File: config.mk
export PLATFORM = sky130hd
export DESIGN_NAME = cpu_id_stage
export DESIGN_NICKNAME = d
export VERILOG_FILES = /design/src/rtl/cpu_id_stage.sv
export SDC_FILE = /design/constraint.sdc
export NUM_CORES = 2
export LEC_CHECK = 0
export ABC_CLOCK_PERIOD_IN_PS = 3000
export BUFFER_PORTS_ARGS = -buffer_cell sky130_fd_sc_hd__buf_2
export CORE_AREA = 8 8 350 352
export CTS_CLUSTER_SIZE = 20
export DETAILED_ROUTE_END_ITERATION = 10
export DIE_AREA = 0 0 358 360
export PLACE_DENSITY = 0.73
export SYNTH_ARGS = -nofsm -noshare
export SYNTH_HDL_FRONTEND = slang
export SYNTH_SLANG_ARGS = --single-unit
File: constraint.sdc
create_clock -name clk -period 3 [get_ports clk]
set_input_delay 0.3 -clock clk [delete_from_list [all_inputs] [get_ports clk]]
set_output_delay 0.3 -clock clk [all_outputs]
set_load 0.005 [all_outputs]
File: src/rtl/cpu_id_stage.sv
// rtl/cpu_id_stage.sv - Decode stage: control decoder, register array, load-use interlock, ID/EX register
`ifndef CON_MSB
`define CON_LSB            0
`define CON_MSB            15
`define CON_REG_READ1_EN   0
`define CON_REG_READ1_NUM  1
`define CON_REG_READ2_EN   2
`define CON_REG_READ2_NUM  3
`define CON_REG_WRITE_EN   4
`define CON_REG_DST        5
`define CON_ALU_OP         9:6
`define CON_ALU_SRC        10
`define CON_IMM_SIGN       11
`define CON_MEM_READ       12
`define CON_MEM_WRITE      13
`define CON_BRANCH         14
`define CON_JUMP           15
`define CON_NOP            '0
`endif

module cpu_id_stage #(
    parameter int DATA_W = 32,
    parameter int NREG   = 32,
    parameter int CON_W  = `CON_MSB - `CON_LSB + 1,
    parameter int BYPASS = 1,
    localparam int RW    = $clog2(NREG)
) (
    input  logic              clk,
    input  logic              clr_n,
    input  logic              in_valid,
    output logic              in_ready,
    input  logic [31:0]       current_pc,
    input  logic [31:0]       ins,
    input  logic              flush,
    input  logic              ex_load_en,
    input  logic [RW-1:0]     ex_load_num,
    input  logic              reg_write_en,
    input  logic [RW-1:0]     reg_write_num,
    input  logic [DATA_W-1:0] reg_write_data,
    output logic              out_valid,
    input  logic              out_ready,
    output logic [31:0]       current_pc_id,
    output logic [31:0]       ins_id,
    output logic [CON_W-1:0]  controls,
    output logic [DATA_W-1:0] reg_read1_data,
    output logic [DATA_W-1:0] reg_read2_data,
    output logic [31:0]       stall_cnt,
    output logic [DATA_W-1:0] _direct_out_v0,
    output logic [DATA_W-1:0] _direct_out_a0
);

    localparam logic [3:0] ALU_ADD = 4'd1;
    localparam logic [3:0] ALU_SUB = 4'd2;
    localparam logic [3:0] ALU_AND = 4'd3;
    localparam logic [3:0] ALU_OR  = 4'd4;
    localparam logic [3:0] ALU_SLT = 4'd5;
    localparam logic [3:0] ALU_LUI = 4'd6;

    logic [DATA_W-1:0] r_regs [NREG];
    logic              r_out_valid;
    logic [31:0]       r_pc;
    logic [31:0]       r_ins;
    logic [CON_W-1:0]  r_controls;
    logic [DATA_W-1:0] r_rd1;
    logic [DATA_W-1:0] r_rd2;
    logic [31:0]       r_stall_cnt;

    logic [5:0]        w_opcode;
    logic [5:0]        w_funct;
    logic [RW-1:0]     w_rs;
    logic [RW-1:0]     w_rt;
    logic [3:0]        w_r_alu;
    logic [CON_W-1:0]  w_dec;
    logic [RW-1:0]     w_sel1;
    logic [RW-1:0]     w_sel2;
    logic [DATA_W-1:0] w_rd1;
    logic [DATA_W-1:0] w_rd2;
    logic              w_hazard;
    logic              w_out_free;
    logic              w_fire;

    assign w_opcode = ins[31:26];
    assign w_funct  = ins[5:0];
    assign w_rs     = ins[21 +: RW];
    assign w_rt     = ins[16 +: RW];

    always_comb begin
        w_r_alu = 4'd0;
        case (w_funct)
            6'h20:   w_r_alu = ALU_ADD;
            6'h22:   w_r_alu = ALU_SUB;
            6'h24:   w_r_alu = ALU_AND;
            6'h25:   w_r_alu = ALU_OR;
            6'h2a:   w_r_alu = ALU_SLT;
            default: w_r_alu = 4'd0;
        endcase
    end

    // Unrecognised opcodes and functs decode to the all-zero NOP bundle.
    always_comb begin
        w_dec = `CON_NOP;
        case (w_opcode)
            6'h00: begin
                if (w_funct == 6'h08) begin
                    w_dec[`CON_REG_READ1_EN] = 1'b1;
                    w_dec[`CON_JUMP]         = 1'b1;
                end else if (w_r_alu != 4'd0) begin
                    w_dec[`CON_REG_READ1_EN]  = 1'b1;
                    w_dec[`CON_REG_READ2_EN]  = 1'b1;
                    w_dec[`CON_REG_READ2_NUM] = 1'b1;
                    w_dec[`CON_REG_WRITE_EN]  = 1'b1;
                    w_dec[`CON_ALU_OP]        = w_r_alu;
                end
            end
            6'h08, 6'h0d, 6'h23: begin
                w_dec[`CON_REG_READ1_EN] = 1'b1;
                w_dec[`CON_REG_WRITE_EN] = 1'b1;
                w_dec[`CON_REG_DST]      = 1'b1;
                w_dec[`CON_ALU_SRC]      = 1'b1;
                w_dec[`CON_ALU_OP]       = (w_opcode == 6'h0d) ? ALU_OR : ALU_ADD;
                w_dec[`CON_IMM_SIGN]     = (w_opcode != 6'h0d);
                w_dec[`CON_MEM_READ]     = (w_opcode == 6'h23);
            end
            6'h0f: begin
                w_dec[`CON_REG_WRITE_EN] = 1'b1;
                w_dec[`CON_REG_DST]      = 1'b1;
                w_dec[`CON_ALU_SRC]      = 1'b1;
                w_dec[`CON_ALU_OP]       = ALU_LUI;
            end
            6'h2b: begin
                w_dec[`CON_REG_READ1_EN]  = 1'b1;
                w_dec[`CON_REG_READ2_EN]  = 1'b1;
                w_dec[`CON_REG_READ2_NUM] = 1'b1;
                w_dec[`CON_ALU_SRC]       = 1'b1;
                w_dec[`CON_ALU_OP]        = ALU_ADD;
                w_dec[`CON_IMM_SIGN]      = 1'b1;
                w_dec[`CON_MEM_WRITE]     = 1'b1;
            end
            6'h04: begin
                w_dec[`CON_REG_READ1_EN]  = 1'b1;
                w_dec[`CON_REG_READ2_EN]  = 1'b1;
                w_dec[`CON_REG_READ2_NUM] = 1'b1;
                w_dec[`CON_ALU_OP]        = ALU_SUB;
                w_dec[`CON_IMM_SIGN]      = 1'b1;
                w_dec[`CON_BRANCH]        = 1'b1;
            end
            6'h02:   w_dec[`CON_JUMP] = 1'b1;
            default: w_dec = `CON_NOP;
        endcase
    end

    always_comb begin
        w_sel1 = '0;
        w_sel2 = '0;
        if (w_dec[`CON_REG_READ1_EN])
            w_sel1 = w_dec[`CON_REG_READ1_NUM] ? w_rt : w_rs;
        if (w_dec[`CON_REG_READ2_EN])
            w_sel2 = w_dec[`CON_REG_READ2_NUM] ? w_rt : w_rs;
    end

    function automatic logic [DATA_W-1:0] read_port(input logic [RW-1:0] sel);
        if (sel == '0)
            return '0;
        if ((BYPASS != 0) && reg_write_en && (reg_write_num == sel))
            return reg_write_data;
        return r_regs[sel];
    endfunction

    always_comb begin
        w_rd1 = read_port(w_sel1);
        w_rd2 = read_port(w_sel2);
    end

    // Disabled ports select r0, and r0 is excluded, so only enabled reads can match.
    assign w_hazard   = in_valid && ex_load_en && (ex_load_num != '0) &&
                        ((w_sel1 == ex_load_num) || (w_sel2 == ex_load_num));
    assign w_out_free = !r_out_valid || out_ready;
    assign in_ready   = w_out_free && !w_hazard && !flush;
    assign w_fire     = in_valid && in_ready;

    always_ff @(posedge clk or negedge clr_n) begin
        if (!clr_n) begin
            for (int i = 0; i < NREG; i++)
                r_regs[i] <= '0;
        end else if (reg_write_en && (reg_write_num != '0)) begin
            r_regs[reg_write_num] <= reg_write_data;
        end
    end

    always_ff @(posedge clk or negedge clr_n) begin
        if (!clr_n) begin
            r_out_valid <= 1'b0;
            r_pc        <= '0;
            r_ins       <= '0;
            r_controls  <= `CON_NOP;
            r_rd1       <= '0;
            r_rd2       <= '0;
            r_stall_cnt <= '0;
        end else if (flush) begin
            r_out_valid <= 1'b0;
            r_ins       <= '0;
            r_controls  <= `CON_NOP;
            r_rd1       <= '0;
            r_rd2       <= '0;
        end else if (w_fire) begin
            r_out_valid <= 1'b1;
            r_pc        <= current_pc;
            r_ins       <= ins;
            r_controls  <= w_dec;
            r_rd1       <= w_rd1;
            r_rd2       <= w_rd2;
        end else if (w_hazard && w_out_free) begin
            r_out_valid <= 1'b0;
            r_ins       <= '0;
            r_controls  <= `CON_NOP;
            if (r_stall_cnt != '1)
                r_stall_cnt <= r_stall_cnt + 32'd1;
        end else if (out_ready) begin
            r_out_valid <= 1'b0;
        end
    end

    assign out_valid      = r_out_valid;
    assign current_pc_id  = r_pc;
    assign ins_id         = r_ins;
    assign controls       = r_controls;
    assign reg_read1_data = r_rd1;
    assign reg_read2_data = r_rd2;
    assign stall_cnt      = r_stall_cnt;
    assign _direct_out_v0 = r_regs[2];
    assign _direct_out_a0 = r_regs[4];

endmodule

==> flow_summary.yaml <==
clock_network:
  clock_sinks: 1198
  htree_levels: 4
  numCtsBuffers: 133
  cts-root-buf: "clkbuf_16"
  clkLatencyLatePin_ns: 0.78
  cts_tree: "done"
  clkSlewWorstSetupHoldPaths_ns: 0.06
  clockBufferDepth: 3
sta:
  fin_worst_skew_ns: 0.0308
  setup_tns_ns: -0.394
  fmax_mhz: 328
  fin_crit_sh_pct: 102
  period_needed_ns: 3.05
  drv_slew: 0
  setup-violations-final: 13
  hold_viol_final: 0
  rsz0062_at_grt: "yes"
  worst_pin_slew_ns: 1.15
  relSlewSlack_pct: 22.4
  setup_slack_ns: -0.0516
run:
  max_cap_violations: 0
synthesis:
  async_flop_share_pct: 100
  synth.distinct_cells: 84
  syn_area_per_cell_um2: 11.7
  yosys_warnings: 0
  ys.flop_type: "dfrtp_1"
  synth-seq-cells: 1198
  syn_area_um2: 63900
  synth-edff-count: 0
  syn_inst: 5444
  seq_area_frac_synth_pct: 46.9
drt:
  drc_errors: 0
  vias: 54900
  wl_per_cell_um: 36.1
  wirelength_um: 273000
  drt_iter0_drc: 8615
  drt_first_pass_iters: 8
  vias_per_cell: 7.25
  postRouteAntennaNets: 0
global_route:
  met3_usage_pct: 13.5
  met2_usage_pct: 60.1
  grt_antenna_before_repair: 12
  grt_pass1_wl_um: 390000
  grt_util_met1_pct: 51.3
  grt_pass1_vias: 54900
  grtUsageTotal_pct: 41.1
  grt_max_degree: 182
  grt-ovfl-total: 0
  top_usage_layer: "met2"
critical_path:
  timing.rr.end: "reg_read1_data[6]"
  r2r_slack_ns: -0.05
  critPathCaptureType: "output pin"
  cp_data_arrival_time_ns: 2.75
  reg2reg_depth: 8
  crit_fanout: 7
  start_kind: "primary input"
  cp.required_ns: 2.70
  rr_startpoint: "out_valid"
  path_class: "primary input to output pin"
die:
  die_y_um: 360
  std_cell_rows: 126
  dieArea_um2: 129000
  start_util_pct: 54.6
  core_area_um2: 117000
  die_w_um: 358
  ios: 355
layout:
  finalNetCount: 6039
  final.fill_count: 8889
  final_layout_size_suffix_gt1_share_pct: 42.0
  multiInputGateArea_um2: 31400
  syn2layout_area_growth_pct: 19.2
  register_area_um2: 30000
  final_cell_area_um2: 76100
hold_path:
  whs_endpoint: "ins_id[31]"
  worstHoldStart: "ins[31]"
  hold_class: "primary input to register"
  hold_depth: 4
power:
  power_density_nw_per_um2: 620
  ir_worst_vdd_mv: 0.609
  p_leak_nw: 34.1
place:
  place_congestion: 1.02
  hpwl_um: 182000
  place_area_um2: 70800
  port_buffers: 352
run_status:
  status: "finished with violations"
  violations: "negative setup slack"
[worst max path at each step]
| stage | from | end | slack, ns |
|---|---|---|---|
| floorplan | ins[21] | reg_read1_data[20] | 0.23 |
| global placement | ins[26] | reg_read1_data[16] | -0.64 |
| detailed placement | ins[26] | reg_read1_data[16] | -0.67 |
| CTS | ins[31] | in_ready | 0.04 |
| global route | ins[27] | in_ready | -0.05 |
| finish | ins[27] | in_ready | -0.05 |
[layout make-up]
class	count	area share [%]
Clock inverter	45	0.845
Timing Repair Buffer	975	10.7
Multi-Input combinational cell	3595	41.3
Antenna cell	9	0.0296
Tap cell	1536	2.52
Inverter	22	0.108
Clock buffer	192	5.10
Sequential cell	1198	39.4
[where the power goes]
| part | internal (W) | switching, W | leakage [nW] |
|---|---|---|---|
| registers | 0.0189 | 0.00238 | 15.4 |
| logic | 0.00456 | 0.00423 | 16.5 |
| clock network | 0.00995 | 0.00717 | 2.23 |
[what timing repair did]
item                                    in CTS  in global routing
gates resized for setup                      1                 11
hold buffers                                56                  1
buffers inserted                             3                 10
cloned                                       1                  1
endpoints found under the hold margin      564                  1
pin swaps                                    3                  7
endpoints found under the setup margin       1                 10
[Yosys cell counts (9+ instances only)]
master	count	area (um2)
dfrtp_1	1198	30000
mux2_2	1183	13300
clkbuf_1	379	1420
nand2_1	273	1020
a21oi_1	242	1210
o21ai_0	233	1170
mux2i_1	230	2300
nor2_1	186	698
o22ai_1	170	1060
mux4_2	130	2930
buf_2	89	445
buf_1	88	330
buf_4	72	541
a22o_1	69	604
nand3_1	69	345
a211oi_1	62	465
o211ai_1	59	443
a221oi_1	57	499
o221ai_1	55	482
nor3_1	36	180
o31ai_1	34	255
xnor2_1	33	289
nor4_1	32	200
or3_1	32	200
nand4_1	28	175
o2111ai_1	27	236
a22oi_1	23	173
and3_1	21	131
nor2b_1	20	125
o211a_1	20	200
a32oi_1	19	166
a2111oi_0	18	158
inv_1	18	67.6
a31oi_1	15	93.8
nand2b_1	13	81.3
o311ai_0	13	114
a211o_1	12	105
a32o_1	11	110
o21a_1	10	75.1
o221a_2	10	113
o31a_1	10	87.6
o21ai_1	9	45.0
o22a_1	9	78.8
[per-stage QoR]
stage	power [W]	utilization (%)	hold WS (ns)	std cells	setup WS [ns]
after detailed placement	0.0299	60.5	0.158	7254	-0.671
after floorplan	0.0263	-	0.00441	5445	0.230
after global placement	0.0295	60.5	0.160	7254	-0.640
after CTS	0.0470	64.9	0.000582	7551	0.0382
final	0.0472	65.1	0.00573	7572	-0.0516
after global routing	0.0486	65.1	0.00638	7563	-0.0454
[worst max-delay path, stage by stage]
cell,delay (ns)
buf_8,0.10
nor3_4,0.31
nand4b_4,0.17
o311ai_4,0.38
buf_12,0.20
o2111ai_2,0.11
a222oi_1,0.60
bufbuf_16,0.39
nor3b_4,0.04
buf_2,0.13
[layer usage]
layer  up-vias  wire length, um
li1      21500                -
met1     27600            97700
met2      4524           116000
met3      1291            35200
met4        10            23900
met5         -              212
[flip-flops by register name, summed over array words and instances, names as in the netlist, 13 cells and up]
register / flops
_direct_out_a0: 32
ins_id: 32
r_regs: 960
current_pc_id: 32
reg_read2_data: 32
reg_read1_data: 32
_direct_out_v0: 32
stall_cnt: 32
controls: 13
[cell families (layout without fill, tap and decap cells)]
logic type | Yosys count | after routing | synth area share [%]
other | 1 | 11 | 0.00587
AO/OA/AOI/OAI | 1250 | 1250 | 13.4
adder cells (fa/ha/maj) | 1 | 1 | 0.0196
buffers and inverters | 653 | 1234 | 4.47
multiplexers | 1543 | 1543 | 29.0
AND/OR/NAND/NOR | 757 | 758 | 5.56
flip-flops | 1198 | 1198 | 46.9
XOR/XNOR | 41 | 41 | 0.562
[placed cells by master (no fill, tap or decap), types with 59 or more instances in the layout]
| cell | Yosys | final |
|---|---|---|
| clkbuf_16 | 0 | 135 |
| dfrtp_1 | 1198 | 1198 |
| a211oi_1 | 62 | 59 |
| mux2i_1 | 230 | 230 |
| mux4_2 | 130 | 130 |
| buf_4 | 72 | 448 |
| o22ai_1 | 170 | 169 |
| o21ai_0 | 233 | 233 |
| a22o_1 | 69 | 69 |
| nand2_1 | 273 | 258 |
| a21oi_1 | 242 | 240 |
| buf_2 | 89 | 343 |
| nor2_1 | 186 | 164 |
| mux2_2 | 1183 | 1183 |
| nand3_1 | 69 | 68 |
| o211ai_1 | 59 | 59 |
| buf_12 | 0 | 118 |
No activity file was read; power rests on OpenSTA's default activity.
